$ cat src/rtl/fetch_unit_if.sv
// Fetch-unit bus bundle: instruction-memory request/ack port, execute redirect,
// and the decode-side valid/ready port with FIFO occupancy.
interface fetch_unit_if #(
  parameter int WIDTH = 32,
  parameter int DEPTH = 4
) ();
  logic                       imem_req;
  logic [WIDTH-1:0]           imem_addr;
  logic                       imem_ack;
  logic [31:0]                imem_rdata;
  logic                       redirect;
  logic [WIDTH-1:0]           redirect_addr;
  logic                       dec_valid;
  logic                       dec_ready;
  logic [31:0]                dec_instr;
  logic [WIDTH-1:0]           dec_pc;
  logic [$clog2(DEPTH+1)-1:0] occupancy;

  modport master (
    output imem_req, imem_addr, dec_valid, dec_instr, dec_pc, occupancy,
    input  imem_ack, imem_rdata, redirect, redirect_addr, dec_ready
  );

  modport slave (
    input  imem_req, imem_addr, dec_valid, dec_instr, dec_pc, occupancy,
    output imem_ack, imem_rdata, redirect, redirect_addr, dec_ready
  );
endinterface

$ cat src/rtl/fetch_unit.sv
// Instruction fetch / PC block: one outstanding imem request at a time, fetched
// words buffered in a DEPTH-entry FIFO toward decode, redirects flush everything.
module fetch_unit #(
  parameter int               WIDTH        = 32,
  parameter int               DEPTH        = 4,
  parameter logic [WIDTH-1:0] RESET_VECTOR = '0
) (
  input  logic         clk,
  input  logic         rst,
  fetch_unit_if.master bus
);
  localparam int AW = $clog2(DEPTH);
  localparam int CW = $clog2(DEPTH + 1);

  localparam logic [1:0] S_IDLE = 2'd0;
  localparam logic [1:0] S_WAIT = 2'd1;
  localparam logic [1:0] S_KILL = 2'd2;

  typedef struct packed {
    logic [31:0]      instr;
    logic [WIDTH-1:0] pc;
  } ent_t;

  logic [1:0]       state_q, state_d;
  logic [WIDTH-1:0] fpc_q, fpc_d;
  logic [WIDTH-1:0] addr_q, addr_d;
  logic [WIDTH-1:0] tgt;
  logic [CW-1:0]    count_q, count_d;
  logic [AW-1:0]    wr_q, rd_q;
  ent_t [DEPTH-1:0] mem_q;
  logic             ack, push, pop;

  assign tgt  = bus.redirect_addr & ~WIDTH'(3);
  assign ack  = bus.imem_ack && (state_q != S_IDLE);
  // An ack in KILL completes the stale request; its data is dropped.
  assign push = ack && (state_q == S_WAIT) && !bus.redirect;
  assign pop  = (count_q != '0) && bus.dec_ready;

  always_comb begin
    fpc_d   = fpc_q;
    count_d = count_q + CW'(push) - CW'(pop);
    if (bus.redirect) begin
      fpc_d   = tgt;
      count_d = '0;
    end else if (push) begin
      fpc_d = fpc_q + WIDTH'(4);
    end
  end

  always_comb begin
    state_d = state_q;
    addr_d  = addr_q;
    case (state_q)
      S_IDLE: if (bus.redirect || count_q < CW'(DEPTH)) state_d = S_WAIT;
      S_WAIT: begin
        if (ack) state_d = (bus.redirect || count_d < CW'(DEPTH)) ? S_WAIT : S_IDLE;
        else if (bus.redirect) state_d = S_KILL;
      end
      S_KILL: if (ack) state_d = S_WAIT;
      default: state_d = S_IDLE;
    endcase
    // The address only moves once the current request is done, so it stays stable under req.
    if (state_q == S_IDLE || ack) addr_d = fpc_d;
  end

  always_ff @(posedge clk or negedge rst) begin
    if (!rst) begin
      state_q <= S_IDLE;
      fpc_q   <= RESET_VECTOR;
      addr_q  <= RESET_VECTOR;
      count_q <= '0;
      wr_q    <= '0;
      rd_q    <= '0;
    end else begin
      state_q <= state_d;
      fpc_q   <= fpc_d;
      addr_q  <= addr_d;
      count_q <= count_d;
      if (bus.redirect) begin
        wr_q <= '0;
        rd_q <= '0;
      end else begin
        if (push) wr_q <= wr_q + AW'(1);
        if (pop)  rd_q <= rd_q + AW'(1);
      end
    end
  end

  always_ff @(posedge clk) begin
    if (push) mem_q[wr_q] <= {bus.imem_rdata, addr_q};
  end

  assign bus.imem_req  = (state_q != S_IDLE);
  assign bus.imem_addr = addr_q;
  assign bus.dec_valid = (count_q != '0);
  assign bus.dec_instr = bus.dec_valid ? mem_q[rd_q].instr : '0;
  assign bus.dec_pc    = bus.dec_valid ? mem_q[rd_q].pc : '0;
  assign bus.occupancy = count_q;
endmodule
$ cat src/flat_wrapper.sv
// flat-port wrapper written by rule: the top's interface ports become plain ports
module fetch_unit_flat 
#(
  parameter int               WIDTH        = 32,
  parameter int               DEPTH        = 4,
  parameter logic [WIDTH-1:0] RESET_VECTOR = '0
)
  (clk, rst, bus_imem_req, bus_imem_addr, bus_dec_valid, bus_dec_instr, bus_dec_pc, bus_occupancy, bus_imem_ack, bus_imem_rdata, bus_redirect, bus_redirect_addr, bus_dec_ready);
  fetch_unit_if #(.WIDTH(WIDTH), .DEPTH(DEPTH)) bus_i ();
  input  logic clk;
  input  logic rst;
  output wire logic [$bits(bus_i.imem_req)-1:0] bus_imem_req;
  output wire logic [$bits(bus_i.imem_addr)-1:0] bus_imem_addr;
  output wire logic [$bits(bus_i.dec_valid)-1:0] bus_dec_valid;
  output wire logic [$bits(bus_i.dec_instr)-1:0] bus_dec_instr;
  output wire logic [$bits(bus_i.dec_pc)-1:0] bus_dec_pc;
  output wire logic [$bits(bus_i.occupancy)-1:0] bus_occupancy;
  input wire logic [$bits(bus_i.imem_ack)-1:0] bus_imem_ack;
  input wire logic [$bits(bus_i.imem_rdata)-1:0] bus_imem_rdata;
  input wire logic [$bits(bus_i.redirect)-1:0] bus_redirect;
  input wire logic [$bits(bus_i.redirect_addr)-1:0] bus_redirect_addr;
  input wire logic [$bits(bus_i.dec_ready)-1:0] bus_dec_ready;
  assign bus_imem_req = bus_i.imem_req;
  assign bus_imem_addr = bus_i.imem_addr;
  assign bus_dec_valid = bus_i.dec_valid;
  assign bus_dec_instr = bus_i.dec_instr;
  assign bus_dec_pc = bus_i.dec_pc;
  assign bus_occupancy = bus_i.occupancy;
  assign bus_i.imem_ack = bus_imem_ack;
  assign bus_i.imem_rdata = bus_imem_rdata;
  assign bus_i.redirect = bus_redirect;
  assign bus_i.redirect_addr = bus_redirect_addr;
  assign bus_i.dec_ready = bus_dec_ready;
  fetch_unit #(.WIDTH(WIDTH), .DEPTH(DEPTH), .RESET_VECTOR(RESET_VECTOR)) u_core (.clk(clk), .rst(rst), .bus(bus_i));
endmodule
$ cat config.mk
export PLATFORM = sky130hd
export DESIGN_NAME = fetch_unit_flat
export DESIGN_NICKNAME = d
export VERILOG_FILES = /design/src/rtl/fetch_unit_if.sv /design/src/rtl/fetch_unit.sv /design/src/flat_wrapper.sv
export SDC_FILE = /design/constraint.sdc
export NUM_CORES = 1
export LEC_CHECK = 0
export ABC_AREA = 1
export CAP_MARGIN = 20
export CORE_MARGIN = 4
export CORE_UTILIZATION = 56
export CTS_CLUSTER_DIAMETER = 50
export DETAILED_ROUTE_END_ITERATION = 16
export PLACE_DENSITY = 0.9
export SLEW_MARGIN = 20
export SYNTH_ARGS = -nofsm -noshare
export SYNTH_HDL_FRONTEND = slang
export SYNTH_SLANG_ARGS = --single-unit
$ cat constraint.sdc
create_clock -name clk -period 4.73 [get_ports clk]
set_input_delay 0.473 -clock clk [delete_from_list [all_inputs] [get_ports clk]]
set_output_delay 0.473 -clock clk [all_outputs]
set_load 0.1 [all_outputs]
## After elaboration in Yosys (flattened, before gate mapping)

Cells that the tools add are included.

| storage, ports and cells | value |
|---|---|
| flip-flop bits (word level) | 329 |
| logic and storage cells | 64 |

| cells by class | value |
|---|---|
| $add $sub $neg | 5 |
| order comparisons | 5 |
| equal/unequal tests | 5 |
| muxes and demuxes | 20 |
| reduce and logical (&&, ||, !) cells | 15 |

Operators by type and width:

| kind | count |
|---|---|
| bitwise mux 256 bit | 1 |
| binary-select mux 64 bit (select 2 bit) | 1 |
| demux 64 bit (select 2 bit) | 1 |
| 2-to-1 mux 32 bit | 4 |
| 2-to-1 mux 64 bit | 2 |
| adder 32 x 3 -> 32 bit, second input constant | 1 |
| 2-to-1 mux 2 bit | 8 |
| < comparator 2 x 3 -> 1 bit, second input constant | 2 |
| < comparator 3 bit, second input constant | 2 |
| case mux 2 bit (3 select lines) | 1 |
| nonzero test 2 bit | 3 |
| logical AND 1 bit | 5 |
| adder 2 x 1 -> 2 bit, second input constant | 2 |
| inequality test 2 x 1 -> 1 bit, second input constant | 2 |
| adder 3 x 1 -> 3 bit | 1 |
| logical OR 1 bit | 3 |
| 2-to-1 mux 3 bit | 1 |
| inequality test 3 x 2 -> 1 bit, second input constant | 1 |
| AND reduction 3 bit | 1 |
| nonzero test 3 bit | 1 |
| subtractor 3 x 1 -> 3 bit | 1 |
| equality test 2 x 1 -> 1 bit, second input constant | 1 |
| equality test 2 bit, second input constant | 1 |
| >= comparator 2 x 1 -> 1 bit, second input constant | 1 |
| 3 further kinds | 3 |

## Logic depth before layout (Yosys ltp)

Gate-level depths: netlist (run 1).

| logic depth | value |
|---|---|
| word-level depth | 12 |
| depth in mapped cells | 14 |

## Worst setup path after synthesis (run 1)

No wires, ideal clock.

| timing | value |
|---|---|
| path kind | input-to-reg |
| start point | input port bus_redirect |
| end point | register u_core.mem_q[0] (netlist bit), enable pin |
| library setup time | 0.487 ns |
| data arrival time | 3.748 ns |
| data required time | 4.243 ns |
| setup slack | 0.495 ns |
| stages | 5 |
| path buffers | 2 |
| path through | buf_2 > clkinv_1 > nand3_2 > buf_6 > nor2_1 |

| between the ends | value |
|---|---|
| word-level cells in the longest chain between the ends | 2 |

Ends and longest elaborated chain:

| element | line | source |
|---|---|---|
| start: declaration | flat_wrapper.sv:20 | `input wire logic [$bits(bus_i.redirect)-1:0] bus_redirect;` |
| zero test 1 bit | fetch_unit.sv:36 | `assign push = ack && (state_q == S_WAIT) && !bus.redirect;` |
| logical AND 1 bit | fetch_unit.sv:36 |  |
| end signal: indexed assignment | fetch_unit.sv:90 | `if (push) mem_q[wr_q] <= {bus.imem_rdata, addr_q};` |
| end: declaration | fetch_unit.sv:30 | `ent_t [DEPTH-1:0] mem_q;` |

No other way between the ends.
A chain may end at the register's enable or synchronous reset.

## Final worst setup path (run 1)

| timing | value |
|---|---|
| start point | register u_core.rd_q[0] |
| end point | output port bus_dec_pc[15] |

| between the ends | value |
|---|---|
| word-level cells in the longest chain between the ends | 3 |

Ends and longest elaborated chain:

| element | line | source |
|---|---|---|
| start: declaration | fetch_unit.sv:29 | `logic [AW-1:0] wr_q, rd_q;` |
| start signal: assignment | fetch_unit.sv:84 | `if (pop) rd_q <= rd_q + AW'(1);` |
| binary-select mux 64 bit (select 2 bit) | fetch_unit.sv:97 | `assign bus.dec_pc = bus.dec_valid ? mem_q[rd_q].pc : '0;` |
| 2-to-1 mux 64 bit | n/a |  |
| 2-to-1 mux 32 bit | fetch_unit.sv:97 |  |
| end: declaration | flat_wrapper.sv:16 | `output wire logic [$bits(bus_i.dec_pc)-1:0] bus_dec_pc;` |

No other way between the ends. The select of a mux whose other input is x is not followed.

==> metrics list, run 1 <==
* Run status: complete, no violations
- Transition at the pin with the smallest max-transition slack: 1.032 ns
- The die is 164.6 µm wide.
- The final-report hold violation count came to 0.
- In this run the power density over the cells is 698.9 nW/µm².
* Setup total negative slack: 0 ns
* Shortest clock period the worst path allows after layout: 4.129 ns
- Worst min-delay path class: in -> async
* Number of register bits inferred by synthesis: 329
* Drt initial violations: a little under 900
- Sequential cell area fraction in the yosys report: 0.6931
* Number of levels the H-tree was split into: 2
- First drt pass iteration count: 6
- The setup path with the least slack is of type reg -> out.
* Syn-to-layout area delta: 22.72%
- Counting cells, the worst reg-to-reg path comes to 14.
* Peak supply drop: 0.0005726 V
* Antenna diode instance count: 0
- In this run the critical register-to-register path is launched from u_core.bus.occupancy[1]$_DFF_PN0_.
* Master of the slowest instance on the critical path: sky130_fd_sc_hd__clkdlybuf4s50_1
- Count of port buffers added during placement: roughly 170
* Final max-slew violation count: 0
- Filler instances: 1,706
- In this run the tightest slew margin relative to its limit is 0.3095.
- STA classifies the critical path endpoint as an output pin.
- Peak per-stage delay on the critical path: 1.20 ns
- Based on the critical path, the design can be clocked at up to 0.2422 GHz.
- Vias: 9,926
- After detailed routing, the number of remaining DRC violations is 0.
* Post-CTS setup-driven buffer insertion count: 0
* Gp weighted congestion: a little over 0.9
- Sink count of the clock tree: 329
- Ordered list of cells on the worst path: buf_4, nor2_1, nor2_1, o21ai_0, a21oi_1, clkdlybuf4s50_1
- Worst endpoint required time: about 4.3 ns
- Summed over all nets, the switching power comes to 5.597 mW.
- In the finished design, the share of the clock period the worst path needs comes to 0.8730.
- Fraction of the mapped netlist area in compound gates: 0.08942
* Slack of the worst reg-to-reg path: 1.18 ns
- The floorplan step defined a core boundary enclosing between 20,000 and 25,000 µm².
* Global routing usage summed across all routing layers: 0.2414
- The worst setup path is launched from a register.
* Fraction of layout cells with a size suffix above 1: 0.08184
* Antenna-violating nets left: 0
* Number of top-level pins: 170
- Main combinational cell family by area after synthesis: simple AND/OR/NAND/NOR gates
- Using the TritonRoute via totals, the vias-per-cell ratio works out to 5.583.
* Buffer levels on the longest clock path: 3
* Cell Area, Synth: 13,730 µm²
* Combinational share of power: 0.450
- Clock buffer count from CTS: 35
- RSZ-0062 raised after global routing: no
* Flop pwr share: 0.321
* Data arrival time of the worst path: between 3 and 4 ns
- Height of the die: 164.6 µm
* Clock Power Share: 0.229
* Cts-stage hold buffer count: 0
- Count of endpoints failing setup in the final report: 0
- Root buf cell: sky130_fd_sc_hd__clkbuf_16
- Registers take 9519 µm².
* Number of global-route vias before repair: about 10,000
- In this run, post-CTS repair resized a total of 0 instances.
* Largest net degree at the start of global routing: 90
- Of the total synthesized cell area, the portion taken by full adders, half adders and majority gates is 0.007839.
- Overall die area: 27,080 µm²
- FP Rows: 57
* Simple logic cell fraction of the synthesized area: 0.1698
- GRT overflow: 0
* Mean post-synth cell area: 10.82 µm²
- The design draws 11.77 mW.
- Cells after synthesis: 1,269
- Clock tree from TritonCTS: built
* Count of unique library cells instantiated by Yosys: 42
- The tool flagged a number of max-cap violations equal to 0.
- Clock transition time at the flip-flop clock pins of the worst setup and hold paths: 0.06 ns
- For this configuration, the core starts out at a cell density of 0.5661.
* Leakage power total: 6.367 nW
* Core Util, Final: 0.6947
* Multiplexer share of the synthesized area: 0
* CP Max Fanout: 58
- Footprint of the multi-input gates: 3774 µm²
- When the netlist entered floorplanning its net count stood at 1,346.
- Internal Power: just over 6 mW
- The Yosys step of the flow raised 0 warnings.
- The most numerous cell type found on the critical path is sky130_fd_sc_hd__nor2_1.
- Dividing the detail-routed wire length by the instance count gives around 18 µm.
* Wirelength, routed: 32,830 µm
* DPL Wire Length: around 20,000 µm
- Clock latency of the later-clocked register in the worst-skew pair: ~0.52 ns
- In the final design database the tool counted 1,504 nets.
* Initial antenna violation count: 0
- Net switching fraction of the power: 0.4753
- Post-Synth XOR/XNOR Area: 0.005104
- Wire length of the first global-routing pass: 51,090 µm
- Post-route clock skew: ~0.021 ns
- The worst register-to-register path ends at u_core.state_q[0]$_DFFE_PN0P_.
registers in the layout (all words and copies together), names as in the netlist:
| name | count |
|---|---|
| u_core.wr_q | 2 |
| u_core.bus.occupancy | 3 |
| u_core.state_q | 2 |
| u_core.fpc_q | 32 |
| u_core.mem_q | 256 |
| u_core.rd_q | 2 |
| u_core.bus.imem_addr | 32 |
stage by stage:
stage	cell area [µm²]	hold WS [ns]	setup slack, ns	cells
6_report	16850	0.1695	0.6006	1778
5_1_grt	16850	0.2501	0.3759	1778
4_1_cts	16850	0.2044	0.5739	1778
3_5_place_dp	15710	0.4792	1.167	1714
3_3_place_gp	15710	0.4698	1.195	1714
2_1_floorplan	13730	0.1774	0.4950	1269
worst max path at each step:
stage	cells after the start	startpoint	end
floorplan	5	bus_redirect	u_core.mem_q[0]$_DFFE_PP_
global placement	6	u_core.rd_q[0]$_DFFE_PN0P_	bus_dec_pc[15]
detailed placement	6	u_core.rd_q[0]$_DFFE_PN0P_	bus_dec_pc[15]
CTS	6	u_core.rd_q[0]$_DFFE_PN0P_	bus_dec_pc[15]
global route	6	u_core.rd_q[0]$_DFFE_PN0P_	bus_dec_pc[15]
finish	6	u_core.rd_q[0]$_DFFE_PN0P_	bus_dec_pc[15]
synthesized netlist by cell type, drive strengths merged:
library cell	number	area, µm²
and2	2	12.51
a31oi	6	37.54
nor3	1	5.000
a21o	1	7.510
o21bai	3	22.52
o221ai	1	8.760
nand3	46	252.8
a22o	1	8.760
a21boi	3	22.52
o211ai	3	27.52
nand4	9	56.30
nand3b	1	7.510
clkbuf	39	146.4
edfxtp	256	7687
a21oi	69	345.3
xnor2	3	26.28
nor2	310	1215
dfrtp	73	1827
buf	24	108.9
o21ai	144	739.4
fa	1	20.02
nand2	194	738.2
inv	58	217.7
xor2	5	43.79
clkinv	1	3.750
ha	7	87.58
o31ai	1	7.510
or2	7	43.79
routing by layer:
metal  share of wire  global-route usage
met2            0.49              0.4092
met3           0.073             0.04517
met1            0.41              0.3175
met5               0                   0
met4           0.026             0.07864
cell families after synthesis:
| family | Yosys count |
|---|---|
| AO/OA/AOI/OAI | 232 |
| AND/OR/NAND/NOR | 570 |
| flip-flops | 329 |
| adder cells (fa/ha/maj) | 8 |
| XOR/XNOR | 8 |
| buffers and inverters | 122 |
cells in the final DEF, fill, tap and decap left out, types with 2 or more instances in the layout:
cell                              Yosys  final
sky130_fd_sc_hd__a31oi_1              6      6
sky130_fd_sc_hd__bufinv_16            0      4
sky130_fd_sc_hd__o21ai_0            134    134
sky130_fd_sc_hd__a21oi_1             69     69
sky130_fd_sc_hd__o21ai_2              5      5
sky130_fd_sc_hd__xnor2_1              3      3
sky130_fd_sc_hd__ha_1                 7      7
sky130_fd_sc_hd__o21bai_1             3      3
sky130_fd_sc_hd__clkinv_1             1      7
sky130_fd_sc_hd__inv_1               55     54
sky130_fd_sc_hd__o21ai_1              5      5
sky130_fd_sc_hd__inv_6                0      5
sky130_fd_sc_hd__nor2_1             301    296
sky130_fd_sc_hd__xor2_1               5      5
sky130_fd_sc_hd__nand3_2              2      2
sky130_fd_sc_hd__nor2_2               5      5
sky130_fd_sc_hd__dfrtp_1             73     71
sky130_fd_sc_hd__clkbuf_16            0     35
sky130_fd_sc_hd__inv_2                3      3
sky130_fd_sc_hd__and2_1               2      2
sky130_fd_sc_hd__o211ai_1             2      2
sky130_fd_sc_hd__a21boi_1             2      2
sky130_fd_sc_hd__nor2_4               3      8
sky130_fd_sc_hd__buf_2                9      2
sky130_fd_sc_hd__buf_4                0     26
sky130_fd_sc_hd__or2_2                7      7
sky130_fd_sc_hd__nand2_1            192    192
sky130_fd_sc_hd__clkdlybuf4s50_1      0    154
sky130_fd_sc_hd__clkbuf_1            39      7
sky130_fd_sc_hd__nand3_1             43     43
sky130_fd_sc_hd__edfxtp_1           256    256
sky130_fd_sc_hd__nand4_1              9      9
sky130_fd_sc_hd__clkinv_2             0      6
sky130_fd_sc_hd__buf_12               0      2
power groups by stage:
stage | combinational [mW] | clock, mW | sequential [mW]
after floorplan | 3.33 | 0 | 4.40
after global placement | 5.21 | 0 | 3.80
after detailed placement | 5.28 | 0 | 3.82
after CTS | 5.31 | 2.74 | 3.77
after global routing | 5.51 | 2.86 | 3.81
final | 5.29 | 2.70 | 3.78
critical path: cells and delay by family, from the launching register on:
family | cells | cell delay [ns]
compound gates | 2 | 0.38
buf+inv | 2 | 1.80
flops | 1 | 0.71
simple gates | 2 | 0.22
area by class of cell:
class / instances / share of cell area
Sequential cell: 329 / 0.5651
Multi-Input combinational cell: 818 / 0.2240
Timing Repair Buffer: 184 / 0.1061
Clock buffer: 43 / 0.05437
Tap cell: 324 / 0.02406
Clock inverter: 21 / 0.01322
Inverter: 59 / 0.01322
(Power assumes the default switching activity.)
==> inputs of run 2 (changes only) <==
- CAP_MARGIN: 20 -> not set
==> results of run 2 <==
No change in the layout: final DEF, timing and power equal those of run 1.
==> inputs of run 3 (changes only) <==
- CAP_MARGIN: not set -> 15
- CTS_CLUSTER_DIAMETER: 50 -> 30
==> metrics list, run 3 (synthesized netlist as in run 1, its figures left out) <==
- Setup total negative slack: 0 ns
- Wirelength, routed: roughly 35,000 µm
- Of the cells placed in the final design, the portion with a size suffix greater than 1 is 0.1062.
- The first detailed-routing pass took 6 iterations.
* GRT overflow: 0
- DPL Wire Length: 19,590 µm
- For the pin with the worst max-slew slack, the measured transition is 1.035 ns.
- Leaving out fill and tap cells, the most frequent cell in the layout is sky130_fd_sc_hd__nor2_1.
* Number of levels the H-tree was split into: 2
- Dividing the detail-routed wire length by the instance count gives 19.05 µm.
- In this design, the critical path's most frequently occurring cell is sky130_fd_sc_hd__nor2_1.
- The floorplan step defined a core boundary enclosing about 24,000 µm².
- Setup Slack @ Placement: 1.167 ns
- After clock tree synthesis, the clock-pin slew on the worst setup and hold paths is 0.06 ns.
- Number of top-level pins: 170
- Die extent in x: 164.6 µm
- Sink count of the clock tree: 329
- Number of cells traversed by the worst register-to-register path: 14
- Number of hold violations in the final report: 0
- Clock buffer count from CTS: 52
- Peak supply drop: 0.0005408 V
- Subtracting the final worst setup slack from the clock period gives approximately 4.3 ns.
* Final-layout worst hold slack: 0.1577 ns
- Final Instance Count excl. Fillers: 1,812
- Leakage power total: 6.683 nW
- Vias: 10,238
- In the routed design, unresolved DRC markers number 0.
- Master of the slowest instance on the critical path: sky130_fd_sc_hd__clkdlybuf4s50_1
- Dividing the final minimum period by the clock period gives 0.9061.
- The clock passes through at most 3 buffers.
* Data arrival time of the worst path: 3.81 ns
- The run finished with clean final reports.
- Filler instances: 1,593
* Starting utilization of the core area: 0.5661
* Initial antenna violation count: 0
- The number of antenna diodes in the final layout is 0.
- The final layout contains 1,521 nets.
* Gp weighted congestion: 0.9339
- Origin of the worst setup path: u_core.rd_q[0]$_DFFE_PN0P_
- TritonCTS built the clock tree.
- Summing internal, switching and leakage power gives approximately 13 mW.
- Commonest non-fill, non-tap cells in the layout: sky130_fd_sc_hd__nor2_1 (296), sky130_fd_sc_hd__edfxtp_1 (256), sky130_fd_sc_hd__nand2_1 (192)
- For this run, the top clock speed supported by timing is around 0.23 GHz.
- FP Rows: 57
- Cts-stage hold buffer count: 0
* Top register by number of flip-flops: u_core.mem_q
- RSZ-0062 raised after global routing: no
- Clock latency of the later-clocked register in the worst-skew pair: 0.56 ns
* Number of maximum-capacitance constraint violations: 0
* Post-route clock skew: 0.02017 ns
- In this run the vertical extent of the chip is 164.6 µm.
- Once detail routing completed, the nets flagged for antenna violations numbered 0.
* Number of vias per cell: 5.650
- Setup violations remaining at the end of the flow were counted as 0.
* Setup crit start kind: register
- Worst endpoint required time: 4.26 ns
- Placed Cells: approximately 1,700
- Worst slew slack as a fraction of its limit: 0.3080
* Wire length of the first global-routing pass: 53,700 µm
- The tree is rooted in a sky130_fd_sc_hd__clkbuf_16.
* Power per unit of standard cell area: 738.6 nW/µm²
- Category of the critical setup timing path: reg -> out
- The worst hold path belongs to the class in -> async.
- Ordered list of cells on the worst path: buf_4, nor2_1, nor2_1, o21ai_0, a21oi_1, clkdlybuf4s50_1
- The die covers 27,080 µm².
- Post-CTS setup-driven buffer insertion count: 0
- CP Max Fanout: 58
* Count of port buffers added during placement: roughly 170
- Final setup slack of the worst path: 0.4442 ns
* RR Endpoint: u_core.state_q[0]$_DFFE_PN0P_
- The detailed router finished its first iteration with 1,079 violations.
- Number of global-route vias before repair: 10,404
- Summing all flip-flop and latch instances after layout gives 9519 µm².
- Peak per-stage delay on the critical path: 1.20 ns
- After clock tree synthesis, the repair step resized 0 gates.
- Compared with the post-synthesis result, the final layout area differs by 27.51%.
- Type of destination of the critical path: output pin
* Footprint of the multi-input gates: 3774 µm²
- Largest net degree at the start of global routing: 90
- The register with the most flip-flops in the layout has 256 of them.
* Slack of the worst reg-to-reg path: 1.06 ns
- Final max-slew violation count: 0
- Global routing usage summed across all routing layers: 0.2542
- The startpoint identified for the worst register-to-register timing path is u_core.bus.occupancy[1]$_DFF_PN0_.
## run 3: changes by cell type in the layout (fill, tap and decap cells not counted), moves of 3 or more
| cell | previous run | this run |
|---|---|---|
| sky130_fd_sc_hd__clkbuf_16 | 35 | 53 |
| sky130_fd_sc_hd__clkinv_1 | 7 | 3 |
| sky130_fd_sc_hd__clkinvlp_4 | 0 | 3 |
| sky130_fd_sc_hd__clkinv_4 | 0 | 8 |
| sky130_fd_sc_hd__inv_6 | 5 | 8 |
| sky130_fd_sc_hd__inv_8 | 1 | 5 |
## run 3: layer usage
layer,part of all wire,wire length [µm],global-route usage,vias up
li1,-,-,-,4700
met1,0.38,13200,0.3266,4918
met2,0.50,17350,0.4325,536
met3,0.087,3010,0.05316,84
met4,0.028,964,0.08847,0
met5,0,0,0,-
## run 3: worst max path at each step
stage                                           end  cells after the start  slack (ns)
after CTS                            bus_dec_pc[15]                      6        0.43
after floorplan           u_core.mem_q[0]$_DFFE_PP_                      5        0.50
after global routing                 bus_dec_pc[15]                      6        0.27
after detailed placement             bus_dec_pc[15]                      6        1.17
after global placement               bus_dec_pc[15]                      6        1.20
final                                bus_dec_pc[15]                      6        0.44
## run 3: final cells by class
class	count	area share
repair buffers	184	0.1021
multi-input cells	818	0.2156
clock buffers	59	0.07706
clock inverters	39	0.02552
well taps	324	0.02316
inverters	59	0.01272
flip-flops and latches	329	0.5439
## run 3: critical path: cells and delay by family, from the launching register on
kind	cells	cell delay, ns
compound gates	2	0.42
buf+inv	2	1.82
flops	1	0.71
simple gates	2	0.28
## run 3: metrics by stage
step	utilization	area (µm²)
6_report	0.7218	17500
3_3_place_gp	0.6478	15710
2_1_floorplan	-	13730
5_1_grt	0.7218	17500
3_5_place_dp	0.6478	15710
4_1_cts	0.7218	17500
## run 3: report_power, final
| part | internal [mW] | switching [mW] |
|---|---|---|
| Sequential | 3.48 | 0.306 |
| Clock | 2.39 | 1.43 |
| Combinational | 1.09 | 4.23 |
| Total | 6.96 | 5.97 |
